<file path="config.mk">
export PLATFORM = sky130hd
export DESIGN_NAME = fetch_decode_skid_reg_flat
export DESIGN_NICKNAME = d
export VERILOG_FILES = /design/src/rtl/fetch_decode_skid_reg_if.sv /design/src/rtl/fetch_decode_skid_reg.sv /design/src/flat_wrapper.sv
export SDC_FILE = /design/constraint.sdc
export NUM_CORES = 1
export LEC_CHECK = 0
export CORE_ASPECT_RATIO = 0.75
export CORE_MARGIN = 2
export CORE_UTILIZATION = 43
export DETAILED_ROUTE_END_ITERATION = 8
export PLACE_DENSITY = 0.75
export SLEW_MARGIN = 30
export SYNTH_ARGS = -nofsm -noshare
export SYNTH_HDL_FRONTEND = slang
export SYNTH_SLANG_ARGS = --single-unit
</file>
<file path="constraint.sdc">
create_clock -name CLK -period 1.23 [get_ports CLK]
set_input_delay 0.246 -clock CLK [delete_from_list [all_inputs] [get_ports CLK]]
set_output_delay 0.246 -clock CLK [all_outputs]
set_load 0.02 [all_outputs]
</file>
<file path="src/rtl/fetch_decode_skid_reg_if.sv">
// Fetch-to-decode handshake bundle: fetch-side valid/ready/payload plus decode-side valid/ready/payload.
// The pipeline register takes the slave view; the fetch/decode environment takes the master view.
interface fetch_decode_skid_reg_if #(
  parameter int unsigned PC_W    = 8,
  parameter int unsigned INSTR_W = 9
);
  logic               in_valid;
  logic               in_ready;
  logic [PC_W-1:0]    in_pc;
  logic [INSTR_W-1:0] in_instr;
  logic               out_valid;
  logic               out_ready;
  logic [PC_W-1:0]    out_pc;
  logic [INSTR_W-1:0] out_instr;

  modport master (
    output in_valid, in_pc, in_instr, out_ready,
    input  in_ready, out_valid, out_pc, out_instr
  );

  modport slave (
    input  in_valid, in_pc, in_instr, out_ready,
    output in_ready, out_valid, out_pc, out_instr
  );
endinterface

</file>
<file path="src/rtl/fetch_decode_skid_reg.sv">
// Fetch/decode pipeline register built as a two-entry skid buffer.
// in_ready depends only on state, so there is no combinational path from decode back to fetch.
module fetch_decode_skid_reg #(
  parameter int unsigned        PC_W      = 8,
  parameter int unsigned        INSTR_W   = 9,
  parameter logic [INSTR_W-1:0] NOP_INSTR = '0
) (
  input  logic                     CLK,
  input  logic                     reset,
  input  logic                     flush,
  input  logic                     stall,
  fetch_decode_skid_reg_if.slave   bus,
  output logic [1:0]               occupancy
);

  logic               m_valid_q, m_valid_d;
  logic [PC_W-1:0]    m_pc_q, m_pc_d;
  logic [INSTR_W-1:0] m_instr_q, m_instr_d;
  logic               s_valid_q, s_valid_d;
  logic [PC_W-1:0]    s_pc_q, s_pc_d;
  logic [INSTR_W-1:0] s_instr_q, s_instr_d;
  logic               acc, drn;

  assign bus.in_ready  = ~s_valid_q;
  assign bus.out_valid = m_valid_q;
  assign bus.out_pc    = m_pc_q;
  assign bus.out_instr = m_instr_q;
  assign occupancy     = {1'b0, m_valid_q} + {1'b0, s_valid_q};

  assign acc = bus.in_valid & ~s_valid_q & ~flush;
  assign drn = m_valid_q & bus.out_ready & ~stall & ~flush;

  always_comb begin
    m_valid_d = m_valid_q;
    m_pc_d    = m_pc_q;
    m_instr_d = m_instr_q;
    s_valid_d = s_valid_q;
    s_pc_d    = s_pc_q;
    s_instr_d = s_instr_q;

    if (flush) begin
      m_valid_d = 1'b0;
      m_pc_d    = '0;
      m_instr_d = NOP_INSTR;
      s_valid_d = 1'b0;
      s_pc_d    = '0;
      s_instr_d = NOP_INSTR;
    end else if (!m_valid_q || (drn && !s_valid_q)) begin
      // M is empty or drains with no skid entry behind it: load from fetch or show a NOP bubble.
      if (acc) begin
        m_valid_d = 1'b1;
        m_pc_d    = bus.in_pc;
        m_instr_d = bus.in_instr;
      end else begin
        m_valid_d = 1'b0;
        m_pc_d    = '0;
        m_instr_d = NOP_INSTR;
      end
    end else if (!drn) begin
      if (acc) begin
        s_valid_d = 1'b1;
        s_pc_d    = bus.in_pc;
        s_instr_d = bus.in_instr;
      end
    end else begin
      // Drain with S full: S advances into M; acc is impossible since in_ready is low.
      m_valid_d = 1'b1;
      m_pc_d    = s_pc_q;
      m_instr_d = s_instr_q;
      s_valid_d = 1'b0;
      s_pc_d    = '0;
      s_instr_d = NOP_INSTR;
    end
  end

  always_ff @(posedge CLK or posedge reset) begin
    if (reset) begin
      m_valid_q <= 1'b0;
      m_pc_q    <= '0;
      m_instr_q <= NOP_INSTR;
      s_valid_q <= 1'b0;
      s_pc_q    <= '0;
      s_instr_q <= NOP_INSTR;
    end else begin
      m_valid_q <= m_valid_d;
      m_pc_q    <= m_pc_d;
      m_instr_q <= m_instr_d;
      s_valid_q <= s_valid_d;
      s_pc_q    <= s_pc_d;
      s_instr_q <= s_instr_d;
    end
  end

endmodule

</file>
<file path="src/flat_wrapper.sv">
// flat-port wrapper written by rule: the top's interface ports become plain ports
module fetch_decode_skid_reg_flat 
#(
  parameter int unsigned        PC_W      = 8,
  parameter int unsigned        INSTR_W   = 9,
  parameter logic [INSTR_W-1:0] NOP_INSTR = '0
)
  (CLK, reset, flush, stall, occupancy, bus_in_valid, bus_in_pc, bus_in_instr, bus_out_ready, bus_in_ready, bus_out_valid, bus_out_pc, bus_out_instr);
  fetch_decode_skid_reg_if #(.PC_W(PC_W), .INSTR_W(INSTR_W)) bus_i ();
  input  logic CLK;
  input  logic reset;
  input  logic flush;
  input  logic stall;
  output logic [1:0] occupancy;
  input wire logic [$bits(bus_i.in_valid)-1:0] bus_in_valid;
  input wire logic [$bits(bus_i.in_pc)-1:0] bus_in_pc;
  input wire logic [$bits(bus_i.in_instr)-1:0] bus_in_instr;
  input wire logic [$bits(bus_i.out_ready)-1:0] bus_out_ready;
  output wire logic [$bits(bus_i.in_ready)-1:0] bus_in_ready;
  output wire logic [$bits(bus_i.out_valid)-1:0] bus_out_valid;
  output wire logic [$bits(bus_i.out_pc)-1:0] bus_out_pc;
  output wire logic [$bits(bus_i.out_instr)-1:0] bus_out_instr;
  assign bus_i.in_valid = bus_in_valid;
  assign bus_i.in_pc = bus_in_pc;
  assign bus_i.in_instr = bus_in_instr;
  assign bus_i.out_ready = bus_out_ready;
  assign bus_in_ready = bus_i.in_ready;
  assign bus_out_valid = bus_i.out_valid;
  assign bus_out_pc = bus_i.out_pc;
  assign bus_out_instr = bus_i.out_instr;
  fetch_decode_skid_reg #(.PC_W(PC_W), .INSTR_W(INSTR_W), .NOP_INSTR(NOP_INSTR)) u_core (.CLK(CLK), .reset(reset), .flush(flush), .stall(stall), .bus(bus_i), .occupancy(occupancy));
endmodule
</file>
==> Word level (Yosys, flattened, before mapping) <==
Index checks and enable logic that the tools add are counted.
{ "totals": {"out_inout_bits": 21, "inputBits": 23, "word_cells": 47, "reg_bits": 36} }
{ "op_classes": {"n_mux": 24, "reduce_logical": 7, "eq_ne": 1, "bitwise": 8, "addsub": 1} }
{ "ops": {"columns": ["operator", "n"], "rows": [
  ["$mux 9", 8],
  ["$mux 8", 8],
  ["$mux 1", 8],
  ["$reduce_bool 3->1", 2],
  ["$and 1x1->1", 5],
  ["$not 1->1", 3],
  ["$add 1x1->2", 1],
  ["$logic_not 1->1", 2],
  ["$ne 2x2->1 const B", 1],
  ["$reduce_and 2->1", 1],
  ["$logic_and 1x1->1", 1],
  ["$logic_or 1x1->1", 1]
]} }

==> Depth between registers and ports, before layout <==
Gate-level depths: netlist of the first run.
{ "depth": {"ltp_word": 7, "mapped_depth": 5, "ltp_nobuf": 3} }

==> Worst setup path after synthesis of the first run <==
OpenSTA, ideal clock, no wires.
{ "synth_timing": {"kind": "reg2reg", "startpoint": "reg u_core.m_valid_q (netlist: u_core.bus.out_valid)", "endpoint": "reg u_core.m_instr_q[0] (netlist: u_core.bus.out_instr[0])", "required_time_ps": 1104, "path_stages_with_launch": 6, "slack_ps": -256, "arrival_time_ps": 1361, "period_less_slack_ps": 1486, "cell_sequence": "dfrtp_1 > buf_4 > nand2b_1 > nor2_2 > buf_2 > a221o_1"} }
{ "synth_via": {"elab_chain_cells": 7, "word_cells_on_any_way": 9, "classes_between": "mux (2); bitwise (3); reduce/logical (4)"} }
{ "synth_rtl": {"columns": ["element", "line_no", "text"], "rows": [
  ["start: declaration", "fetch_decode_skid_reg.sv:16", "logic m_valid_q, m_valid_d;"],
  ["start signal: assignment", "fetch_decode_skid_reg.sv:85", "m_valid_q <= m_valid_d;"],
  ["$and 1x1->1 (3 in series)", "fetch_decode_skid_reg.sv:31", "assign drn = m_valid_q & bus.out_ready & ~stall & ~flush;"],
  ["$logic_and 1x1->1", "fetch_decode_skid_reg.sv:48", "end else if (!m_valid_q || (drn && !s_valid_q)) begin"],
  ["$logic_or 1x1->1", "fetch_decode_skid_reg.sv:48", null],
  ["$mux 9", "fetch_decode_skid_reg.sv:48", null],
  ["$mux 9", "fetch_decode_skid_reg.sv:41", "if (flush) begin"],
  ["end signal: assignment", "fetch_decode_skid_reg.sv:87", "m_instr_q <= m_instr_d;"],
  ["end: declaration", "fetch_decode_skid_reg.sv:18", "logic [INSTR_W-1:0] m_instr_q, m_instr_d;"]
]} }
Several ways; a longest one is shown, not always the timed one.
A chain may end at the register's enable or synchronous reset.

==> Final worst setup path of the first run <==
{ "layout_timing": {"startpoint": "reg u_core.s_valid_q", "endpoint": "reg u_core.m_instr_q[3] (netlist: u_core.bus.out_instr[3])"} }
{ "layout_via": {"elab_chain_cells": 6, "word_cells_on_any_way": 10, "classes_between": "mux (3); bitwise (3); reduce/logical (4)"} }
{ "layout_rtl": {"columns": ["element", "line_no", "text"], "rows": [
  ["start: declaration", "fetch_decode_skid_reg.sv:19", "logic s_valid_q, s_valid_d;"],
  ["start signal: assignment", "fetch_decode_skid_reg.sv:88", "s_valid_q <= s_valid_d;"],
  ["$not 1->1", "fetch_decode_skid_reg.sv:30", "assign acc = bus.in_valid & ~s_valid_q & ~flush;"],
  ["$and 1x1->1 (2 in series)", "fetch_decode_skid_reg.sv:30", null],
  ["$mux 9", "fetch_decode_skid_reg.sv:50", "if (acc) begin"],
  ["$mux 9", "fetch_decode_skid_reg.sv:48", null],
  ["$mux 9", "fetch_decode_skid_reg.sv:41", null]
]} }
Several ways; a longest one is shown, not always the timed one.

==> results of run 1 <==
[cells by family after synthesis]
kind of cell / synth area share, %
AOI/OAI and AO/OA: 23.8
adders and majority gates: 0.730
buffers and inverters: 4.60
DFF: 52.6
and+or+nand+nor: 18.3
[critical path: stages, from the launching register on]
cell,delay [ps]
dfrtp_2,450
buf_6,140
nand4b_1,140
buf_12,200
nor3b_1,80
a221o_1,270
[cell usage after synthesis (all sizes together)]
library cell,number
a2111oi,2
a211oi,2
a21oi,4
a221o,15
a32o,17
and2b,1
buf,9
clkbuf,3
dfrtp,36
ha,1
inv,4
nand2,2
nand2b,4
nand4,1
nand4b,1
nor2,1
nor2b,17
nor3,1
nor3b,15
o21ai,1
o22a,2
[state kept, by name, summed over array words and instances, names as in the netlist]
name,cells
u_core.bus.out_pc,8
u_core.s_pc_q,8
u_core.bus.out_instr,9
u_core.s_instr_q,9
u_core.bus.out_valid,1
u_core.s_valid_q,1
[per-stage QoR]
| stage | hold WS (ps) | cells |
|---|---|---|
| 6_report | 304 | 259 |
| 5_1_grt | 351 | 259 |
| 4_1_cts | 306 | 260 |
| 3_5_place_dp | 502 | 243 |
| 3_3_place_gp | 496 | 243 |
| 2_1_floorplan | 379 | 139 |
[layer usage]
| metal | share of wire, % | wire, um | up-vias |
|---|---|---|---|
| li1 | - | - | 676 |
| met4 | 2.2 | 112 | 0 |
| met2 | 52 | 2690 | 65 |
| met5 | 0 | 0 | - |
| met3 | 5.6 | 292 | 13 |
| met1 | 40 | 2110 | 784 |
[cell type report]
cell class	instances	area, um2	share of cell area, %
clock buffers	7	96.3	3.71
inverters	4	17.5	0.675
multi-input cells	87	796	30.7
flip-flops and latches	36	903	34.8
well taps	52	65.1	2.51
repair buffers	73	718	27.7
[where the power goes]
| part | internal (mW) | switching [mW] |
|---|---|---|
| Combinational | 0.279 | 0.271 |
| Clock | 0.499 | 0.402 |
| Sequential | 1.24 | 0.0359 |
[repair_timing]
item,in CTS,in global routing
endpoints found under the hold margin,0,0
buffers inserted,9,0
pin swaps,4,6
endpoints found under the setup margin,55,49
gates cloned,2,0
resized for setup,81,16
[worst max-delay path by stage]
| stage | from | endpoint | cells past startpoint |
|---|---|---|---|
| floorplan | u_core.bus.out_valid | u_core.bus.out_instr[0] | 5 |
| global placement | stall | u_core.bus.out_instr[6] | 4 |
| detailed placement | stall | u_core.bus.out_instr[7] | 4 |
| CTS | u_core.s_valid_q | occupancy[0] | 2 |
| global route | u_core.s_valid_q | u_core.bus.out_instr[3] | 5 |
| finish | u_core.s_valid_q | u_core.bus.out_instr[3] | 5 |
==> impl_metrics.tcl, run 1 <==
set metrics [dict create \
    run_status "complete, but fails checks" \
    violations "setup timing" \
    r2r_end "u_core.bus.out_instr[3]" \
    final_area_um2 2600 \
    first_iter_violations 125 \
    clk_latency_ps 280 \
    ff2ff_setup_slack_ps -210 \
    nNetsFinal 231 \
    use_met2_pct 45.5 \
    final_common_cell "dfrtp_1" \
    initial_core_util_pct 45.9 \
    htreeDepth 2 \
    hpwlAfterDp_um 3100 \
    grt_start_max_net_pins 33 \
    met3_usage_pct 5.98 \
    critical_path_class "reg -> reg" \
    period_needed_ps 1440 \
    synth_area_leaders "dfrtp_1 53%, a32o_1 9.9%, a221o_1 8.8%" \
    core_um2 3730 \
    syn_area_per_cell_um2 12.3 \
    synth_warnings 0 \
    drc_errors 0 \
    drive_gt1_share_pct 33.8 \
    r2r-start "u_core.s_valid_q" \
    antenna_found_initial 0 \
    tritoncts "built" \
    area_delta_synth_final_pct 51.6 \
    synth.ff_latch_count 36 \
    ioPinCount 44 \
    reg2regPathDepth 5 \
    pre_cts_slack_ps -662 \
    routed_wl_um 5200 \
    firstDrtPassIters 4 \
    overflow 0 \
    tns_ps -6100 \
    max_freq_mhz 697 \
    numCtsBuffers 5 \
    critical_path_arrival_ps 1600 \
    die_w_um 76.9 \
    irDropWorstVdd_mv 0.591 \
    slew_violations 0 \
    wl_per_cell_um 20.1 \
    tightestPinTransition_ps 407 \
    hp-class "in -> async" \
    clock_sinks 36 \
    cts_root_buf "clkbuf_8" \
    p_leak_nw 1.14 \
    detail-route-antenna-nets 0 \
    grt_util_met1_pct 30.6 \
    critPathLaunchType "flip-flop" \
    vias 1538 \
    fillCellCount 280 \
    grt_usage_pct 25.8 \
    p_per_area_nw_per_um2 1050 \
    total_power_mw 2.73 \
    grt_most_used_layer "met2" \
    layout_common_cells "34 x dfrtp_1, 19 x clkdlybuf4s50_1, 17 x nor2b_1, 17 x a32o_1, 15 x a221o_1" \
    path_max_fanout 32 \
    cp-end-kind "flip-flop" \
    ys_types 25 \
    skew_ps 5.30 \
    hold_violations 0 \
    cts.hold.buffers_added 0 \
    diodes 0 \
    grt_pass1_wl_um 8790 \
    final_util_pct 69.6 \
    rsz0062_at_grt "yes" \
    synth_cells 139 \
    synth_top_cell_by_area "dfrtp_1" \
    rows 19 \
    syn_area_um2 1710 \
    vias_per_cell 5.94 \
    ys_seq_area_share_pct 52.6 \
    die_height_um 58.7 \
    worst_slack_ps -205 \
    required_ps 1390 \
    die_area_um2 4510 \
    slew_headroom_pct 72.8 \
    fin_crit_sh_pct 117 \
    place_congestion 0.784 \
    clk_pin_slew_ps 70 \
    place.port_buffers 43 \
    setup_violations 37 \
    synth_top_area_share_pct 52.6 \
    grt_pass1_vias 1715 \
    synth_nets 163 \
    clock_path_buffers 2 \
    dpl_cell_area_um2 2380 \
    drv_cap 0 \
]
Note: power is estimated with default switching activity, not from simulation.
==> run 2, diff against run 1 <==
--- a/config.mk
+++ b/config.mk
@@ -8,6 +8,7 @@
 export CORE_ASPECT_RATIO = 0.75
 export CORE_MARGIN = 2
 export CORE_UTILIZATION = 43
+export CTS_CLUSTER_DIAMETER = 50
 export DETAILED_ROUTE_END_ITERATION = 8
 export PLACE_DENSITY = 0.75
 export SLEW_MARGIN = 30
==> results of run 2 <==
Final layout, timing and power as in run 1 (identical DEF).
